==> src/rtl/hash_msg_loader.sv <==
// hash_msg_loader: packs a byte stream into padded message blocks
// and hands each block to the hash core, one at a time.
module hash_msg_loader #(
  parameter int          BLOCK_BYTES = 4,
  parameter logic [7:0]  PAD_BYTE    = 8'h80,
  parameter int          CNT_W       = 16
) (
  input  logic             clk,
  input  logic             rst_n,
  input  logic             in_valid,
  input  logic [7:0]       in_data,
  input  logic             in_last,
  output logic             in_ready,
  output logic [7:0]       blk_data [0:BLOCK_BYTES-1],
  output logic             blk_start,
  output logic             blk_last,
  input  logic             core_done,
  output logic             msg_done,
  output logic [CNT_W-1:0] blk_count
);

  localparam int IDX_W = $clog2(BLOCK_BYTES);
  localparam logic [IDX_W-1:0] LAST_IDX = IDX_W'(BLOCK_BYTES - 1);

  localparam logic [1:0] S_FILL  = 2'd0;
  localparam logic [1:0] S_ISSUE = 2'd1;
  localparam logic [1:0] S_WAIT  = 2'd2;

  logic [1:0]       state;
  logic [IDX_W-1:0] idx;
  logic             pend_pad;
  logic             done_q;
  logic             new_msg;
  logic             accept;
  logic             comp;

  assign in_ready  = (state == S_FILL);
  assign blk_start = (state == S_ISSUE);
  assign accept    = in_valid & in_ready;
  assign comp      = core_done & ~done_q;

  // Edge detector on the core's done level.
  always_ff @(posedge clk or negedge rst_n) begin
    if (!rst_n) done_q <= 1'b0;
    else        done_q <= core_done;
  end

  // Fill / issue / wait sequencing with padding and block counting.
  always_ff @(posedge clk or negedge rst_n) begin
    if (!rst_n) begin
      state     <= S_FILL;
      idx       <= '0;
      pend_pad  <= 1'b0;
      new_msg   <= 1'b1;
      blk_last  <= 1'b0;
      msg_done  <= 1'b0;
      blk_count <= '0;
      for (int i = 0; i < BLOCK_BYTES; i++)
        blk_data[i] <= 8'h00;
    end else begin
      msg_done <= 1'b0;
      case (state)
        S_FILL: begin
          if (accept) begin
            blk_data[idx] <= in_data;
            new_msg <= 1'b0;
            if (new_msg) blk_count <= '0;
            if (in_last) begin
              state <= S_ISSUE;
              idx   <= '0;
              if (idx == LAST_IDX) begin
                blk_last <= 1'b0;
                pend_pad <= 1'b1;
              end else begin
                blk_last <= 1'b1;
                for (int i = 0; i < BLOCK_BYTES; i++) begin
                  if (i == int'(idx) + 1)
                    blk_data[i] <= PAD_BYTE;
                  else if (i > int'(idx) + 1)
                    blk_data[i] <= 8'h00;
                end
              end
            end else if (idx == LAST_IDX) begin
              state    <= S_ISSUE;
              blk_last <= 1'b0;
              idx      <= '0;
            end else begin
              idx <= idx + IDX_W'(1);
            end
          end
        end
        S_ISSUE: begin
          if (blk_count != '1)
            blk_count <= blk_count + CNT_W'(1);
          state <= S_WAIT;
        end
        S_WAIT: begin
          if (comp) begin
            if (pend_pad) begin
              for (int i = 0; i < BLOCK_BYTES; i++)
                blk_data[i] <= (i == 0) ? PAD_BYTE : 8'h00;
              blk_last <= 1'b1;
              pend_pad <= 1'b0;
              state    <= S_ISSUE;
            end else if (blk_last) begin
              msg_done <= 1'b1;
              blk_last <= 1'b0;
              new_msg  <= 1'b1;
              state    <= S_FILL;
            end else begin
              state <= S_FILL;
            end
          end
        end
        default: state <= S_FILL;
      endcase
    end
  end

endmodule

==> config.mk <==
export PLATFORM = sky130hd
export DESIGN_NAME = hash_msg_loader
export DESIGN_NICKNAME = d
export VERILOG_FILES = /design/src/rtl/hash_msg_loader.sv
export SDC_FILE = /design/constraint.sdc
export NUM_CORES = 1
export LEC_CHECK = 0
export CAP_MARGIN = 20
export CORE_ASPECT_RATIO = 1.4
export CORE_UTILIZATION = 35
export CTS_BUF_LIST = sky130_fd_sc_hd__clkbuf_8
export DETAILED_ROUTE_END_ITERATION = 16
export PLACE_DENSITY = 0.58
export SYNTH_ARGS = -nofsm -noshare
export SYNTH_HDL_FRONTEND = slang
export SYNTH_SLANG_ARGS = --single-unit
==> constraint.sdc <==
create_clock -name clk -period 2.24 [get_ports clk]
set_input_delay 0.224 -clock clk [delete_from_list [all_inputs] [get_ports clk]]
set_output_delay 0.224 -clock clk [all_outputs]
set_load 0.05 [all_outputs]
After elaboration in Yosys (flattened, before gate mapping) --
Index checks and enable logic that the tools add are counted.
Cells by class: equal/unequal tests 17, add/sub/neg operators 3, bitwise operators 4, shift-type cells 0, reduce and logical (&&, ||, !) cells 12, multipliers 0, div/mod/pow operators 0, mux-type cells 50, order comparisons 6
Operator list (number):
- 32-bit two-way mux | 5
- 8-bit two-way mux | 9
- 3-bit by 32-bit equality test with 1-bit output (first input constant) | 2
- 32-bit case mux with 2 select lines | 1
- 16-bit two-way mux | 3
- 32-bit bitwise mux | 1
- 2-bit by 32-bit equality test with 1-bit output (first input constant) | 1
- 1-bit by 32-bit greater-than comparator with 1-bit output (first input constant) | 1
- 2-bit by 32-bit greater-than comparator with 1-bit output (first input constant) | 1
- 3-bit by 32-bit greater-than comparator with 1-bit output (first input constant) | 1
- 32-bit logical NOT | 1
- 16-bit case mux with 2 select lines | 1
- 1-bit two-way mux | 19
- 16-bit by 1-bit adder with 16-bit output (second input constant) | 1
- 8-bit demux with 2-bit select | 1
- 16-bit != test (second input constant) | 1
- 2-bit two-way mux | 6
- 4-bit AND reduction | 3
- 2-bit != test (second input constant) | 5
- 5-bit AND reduction | 2
- 2-bit by 1-bit != test with 1-bit output (second input constant) | 4
- 1-bit case mux with 2 select lines | 3
- 2-bit case mux with 3 select lines | 1
- 2-bit equality test (second input constant) | 2
- other kinds (15) | 17
Storage, ports and cells: memories kept 0, RAM bits 0, bits of input ports 13, bits in registers 57, output and inout bits 52, latch bits 0, logic and storage cells 104, bits in read-only memories 0

Longest topological paths before layout --
depth after elaboration 12, depth in mapped cells 6, gate-level depth less buffers 6

Least setup slack after synthesis --
Ideal clock, no wire load.
path type reg-to-reg, start register state[0], end register blk_data[15] (netlist bit), slack 18 ps, path buffers 2, cell stages (with the launch flop) 7, arrival 2141 ps, period minus slack after synthesis 2222 ps, required time 2159 ps, library setup time 81 ps, cells stage by stage dfrtp_1 -> buf_2 -> buf_1 -> nor2_1 -> o311ai_0 -> o21ai_0 -> o2bb2ai_1
On the way: longest elaborated chain between the ends 4, elaborated cells between the ends (all ways) 9, those cells by class eq/ne (4); mux (1); bitwise (1); reduce/logical (3)
RTL lines:
- from (decl) | line 29 | logic [1:0] state;
- from (signal assigned) | line 51 | state <= S_FILL;
- from (signal assigned) | line 69 | state <= S_ISSUE;
- from (signal assigned) | line 84 | state <= S_ISSUE;
- 2-bit logical NOT (*) | line 37 | assign in_ready = (state == S_FILL);
- net in_ready | line 13 | output logic in_ready,
- 1-bit AND | line 39 | assign accept = in_valid & in_ready;
- 2-bit by 1-bit != test with 1-bit output (no line)
- 4-bit AND reduction (no line)
- to (signal, indexed assignment) | line 65 | blk_data[idx] <= in_data;
- to (signal, indexed assignment) | line 101 | blk_data[i] <= (i == 0) ? PAD_BYTE : 8'h00;
- to (decl) | line 14 | output logic [7:0] blk_data [0:BLOCK_BYTES-1],
Mark *: on every way through the listed nets, which the timed path passes. The rest lies on a longest branch. A chain may end at the register's enable or synchronous reset.

Worst setup path after layout --
start register blk_count[0], end register blk_count[13]
On the way: longest elaborated chain between the ends 3, elaborated cells between the ends (all ways) 6, those cells by class add/sub (1); eq/ne (2); mux (2); reduce/logical (1)
RTL lines:
- from (decl) | line 19 | output logic [CNT_W-1:0] blk_count
- from (signal assigned) | line 94 | blk_count <= blk_count + CNT_W'(1);
- 16-bit by 1-bit adder with 16-bit output / 16-bit != test (equally long branches) | line 94, 93
- 16-bit two-way mux / 2-bit by 1-bit != test with 1-bit output (equally long branches)
- 16-bit case mux with 2 select lines / 4-bit AND reduction (equally long branches)
Several ways; a longest one is shown, not always the timed one. The select of a mux whose other input is x is not followed.

==> impl_metrics.json <==
{
  "outcome": "completed",
  "synth_area_leader_cell": "dfrtp_1",
  "synth-async-reset-ratio": 1.00,
  "crit_arrival_ps": 2180,
  "whs_ps": 377,
  "wl_mm": 7.61,
  "cts_tree": "yes",
  "hold_viol": 0,
  "r2r-start": "blk_count[0]$_DFFE_PN0P_",
  "fin_nets": 391,
  "crit_type": "reg -> reg",
  "r2r_cells": 5,
  "final_common_cell": "clkdlybuf4s50_1",
  "die_area_mm2": 0.00877,
  "endpoint_kind": "flip-flop",
  "synth_area_mm2": 0.00294,
  "maxCapViolCount": 0,
  "dp_hpwl_mm": 5.60,
  "antennaDiodeCount": 0,
  "yosysWarnings": 0,
  "fmax_mhz": 515,
  "clock_sinks": 57,
  "syn-num-nets": 305,
  "synth_edf_count": 0,
  "ant_nets": 0,
  "grt_pass1_wl_mm": 12.8,
  "register_area_mm2": 0.00143,
  "slew_headroom": 0.655,
  "max_slew.worst_pin.slew_ps": 515,
  "clkLatencyLatePin_ps": 350,
  "fin_crit_ps": 1940,
  "required_ps": 2470,
  "cts_buffers": 9,
  "port_buffers": 64,
  "startpoint_type": "flip-flop",
  "rows": 39,
  "drc": 0,
  "p_leak_nw": 1.74,
  "drv_slew": 0,
  "power_density_mw_per_mm2": 1440,
  "dpl.cell_count": 461,
  "dieWidth_um": 79.4,
  "io_pins": 65,
  "vdd_drop_max_uv": 723,
  "cts-root-buf": "clkbuf_8",
  "critPathMaxFanout": 8,
  "synth_area_leaders": "dfrtp_1 48%, mux2i_1 9.9%, nor2_1 5.2%",
  "drive_above_1_share": 0.122,
  "track_usage": 0.190,
  "power.total_w": 0.00585,
  "yosysSeqAreaShare": 0.486,
  "cts_max_level": 3,
  "regToRegSetupSlack_ps": 300,
  "synth_cells": 285,
  "filler_cell_count": 766,
  "syn_avg_cell_area_um2": 10.3,
  "grt_antenna_before_repair": 0,
  "die_h_um": 110,
  "clockBufferDepth": 2,
  "gp_congestion": 0.832,
  "grt_pass1_vias": 2524,
  "grt_max_degree": 24,
  "syn2layout_area_growth_pct": 37.8,
  "layout.cells.non_filler": 478,
  "drtIter0Drc": 136,
  "route.detailed.vias_per_inst": 5.26,
  "r2r_end": "blk_count[13]$_DFFE_PN0P_",
  "multi_input_area_mm2": 0.00141,
  "start_util": 0.361,
  "synthFlopType": "dfrtp_1",
  "yosysUniqueCellTypes": 47,
  "final_core_util": 0.497,
  "grt_overflow": 0,
  "synth_seq_cells": 57,
  "rsz0062_at_grt": "no",
  "post-route-period-util": 0.867,
  "fin_skew_ps": 11.4,
  "layout_common_cells": "61 x clkdlybuf4s50_1, 56 x dfrtp_1, 41 x nor2_1, 29 x mux2i_1, 20 x buf_4",
  "setup_viol": 0,
  "clk_pin_slew_ps": 70,
  "first_pass_iters": 4,
  "hold_class": "in -> async",
  "tns_ps": 0,
  "wl_per_cell_um": 15.9,
  "vias": 2516,
  "coreArea_mm2": 0.00815,
  "yosysTopAreaCellShare": 0.477
}
-- area by class of cell --
class                   instances  area share
well taps                     102      0.0315
inverters                      13      0.0120
clock inverters                 7      0.0293
flip-flops and latches         57       0.352
multi-input cells             206       0.348
clock buffers                   9      0.0306
repair buffers                 84       0.196
-- worst max path at each step --
stage,from,end,slack [ps]
after floorplan,state[0]$_DFFE_PN0P_,blk_data[15]$_DFFE_PN0P_,20
after global placement,core_done,blk_data[25]$_DFFE_PN0P_,290
after detailed placement,core_done,blk_data[27]$_DFFE_PN0P_,250
after CTS,blk_count[8]$_DFFE_PN0P_,blk_count[8],290
after global routing,blk_count[0]$_DFFE_PN0P_,blk_count[13]$_DFFE_PN0P_,170
final,blk_count[0]$_DFFE_PN0P_,blk_count[13]$_DFFE_PN0P_,300
-- logic make-up (layout without fill, tap and decap cells) --
| kind of cell | count (synthesis) | count (layout) | share of synthesized area |
|---|---|---|---|
| buffers and inverters | 22 | 113 | 0.0353 |
| AOI/OAI and AO/OA | 73 | 73 | 0.183 |
| adders and majority gates | 7 | 7 | 0.0298 |
| DFF | 57 | 57 | 0.486 |
| and+or+nand+nor | 97 | 97 | 0.168 |
| muxes | 29 | 29 | 0.0988 |
-- synthesized netlist by cell type, types with 3 or more instances --
cell	instances
a211oi_4	3
a21o_1	6
a21oi_1	13
a31oi_1	5
and3_1	6
clkbuf_1	3
dfrtp_1	56
ha_1	7
inv_1	12
mux2i_1	29
nand2_1	14
nand2b_1	3
nand3_1	7
nand4_1	7
nor2_1	41
nor2b_1	5
nor4_1	3
o21ai_0	18
o31ai_1	12
-- stage by stage --
step	worst slack, ps	instance area [um2]
3_3_place_gp	295	3800
2_1_floorplan	18.3	2940
6_report	297	4050
5_1_grt	174	4050
4_1_cts	294	4050
3_5_place_dp	248	3800
-- repair_timing --
action	4_1_cts	5_1_grt
gates resized for setup	0	0
endpoints found under the hold margin	20	0
hold buffers	1	0
buffers inserted	0	0
-- flip-flops by register name, indices dropped and copies added (netlist names) --
signal     flops
blk_count     16
blk_data      32
done_q         1
msg_done       1
idx            2
new_msg        1
pend_pad       1
blk_last       1
state          2
-- where the power goes --
part / leakage [nW] / total [W] / internal (W) / switching, W
Clock: 0.115 / 0.00118 / 0.000738 / 0.000442
Sequential: 0.750 / 0.00167 / 0.00137 / 0.000299
Combinational: 0.872 / 0.00300 / 0.00106 / 0.00195
Total: 1.74 / 0.00585 / 0.00316 / 0.00269
-- layer usage --
metal / share of wire / up-vias / global-route usage
li1: - / 1207 / -
met1: 0.43 / 1229 / 0.228
met2: 0.51 / 66 / 0.314
met3: 0.042 / 14 / 0.0488
met4: 0.019 / 0 / 0.0824
met5: 0 / - / 0
-- critical path, cell delays in order, from the launching register on --
cell,delay (ps)
dfrtp_1,420
ha_1,250
nand3_1,190
o41a_1,600
a211oi_1,270
o2bb2ai_1,90
Note: power is estimated with default switching activity, not from simulation.
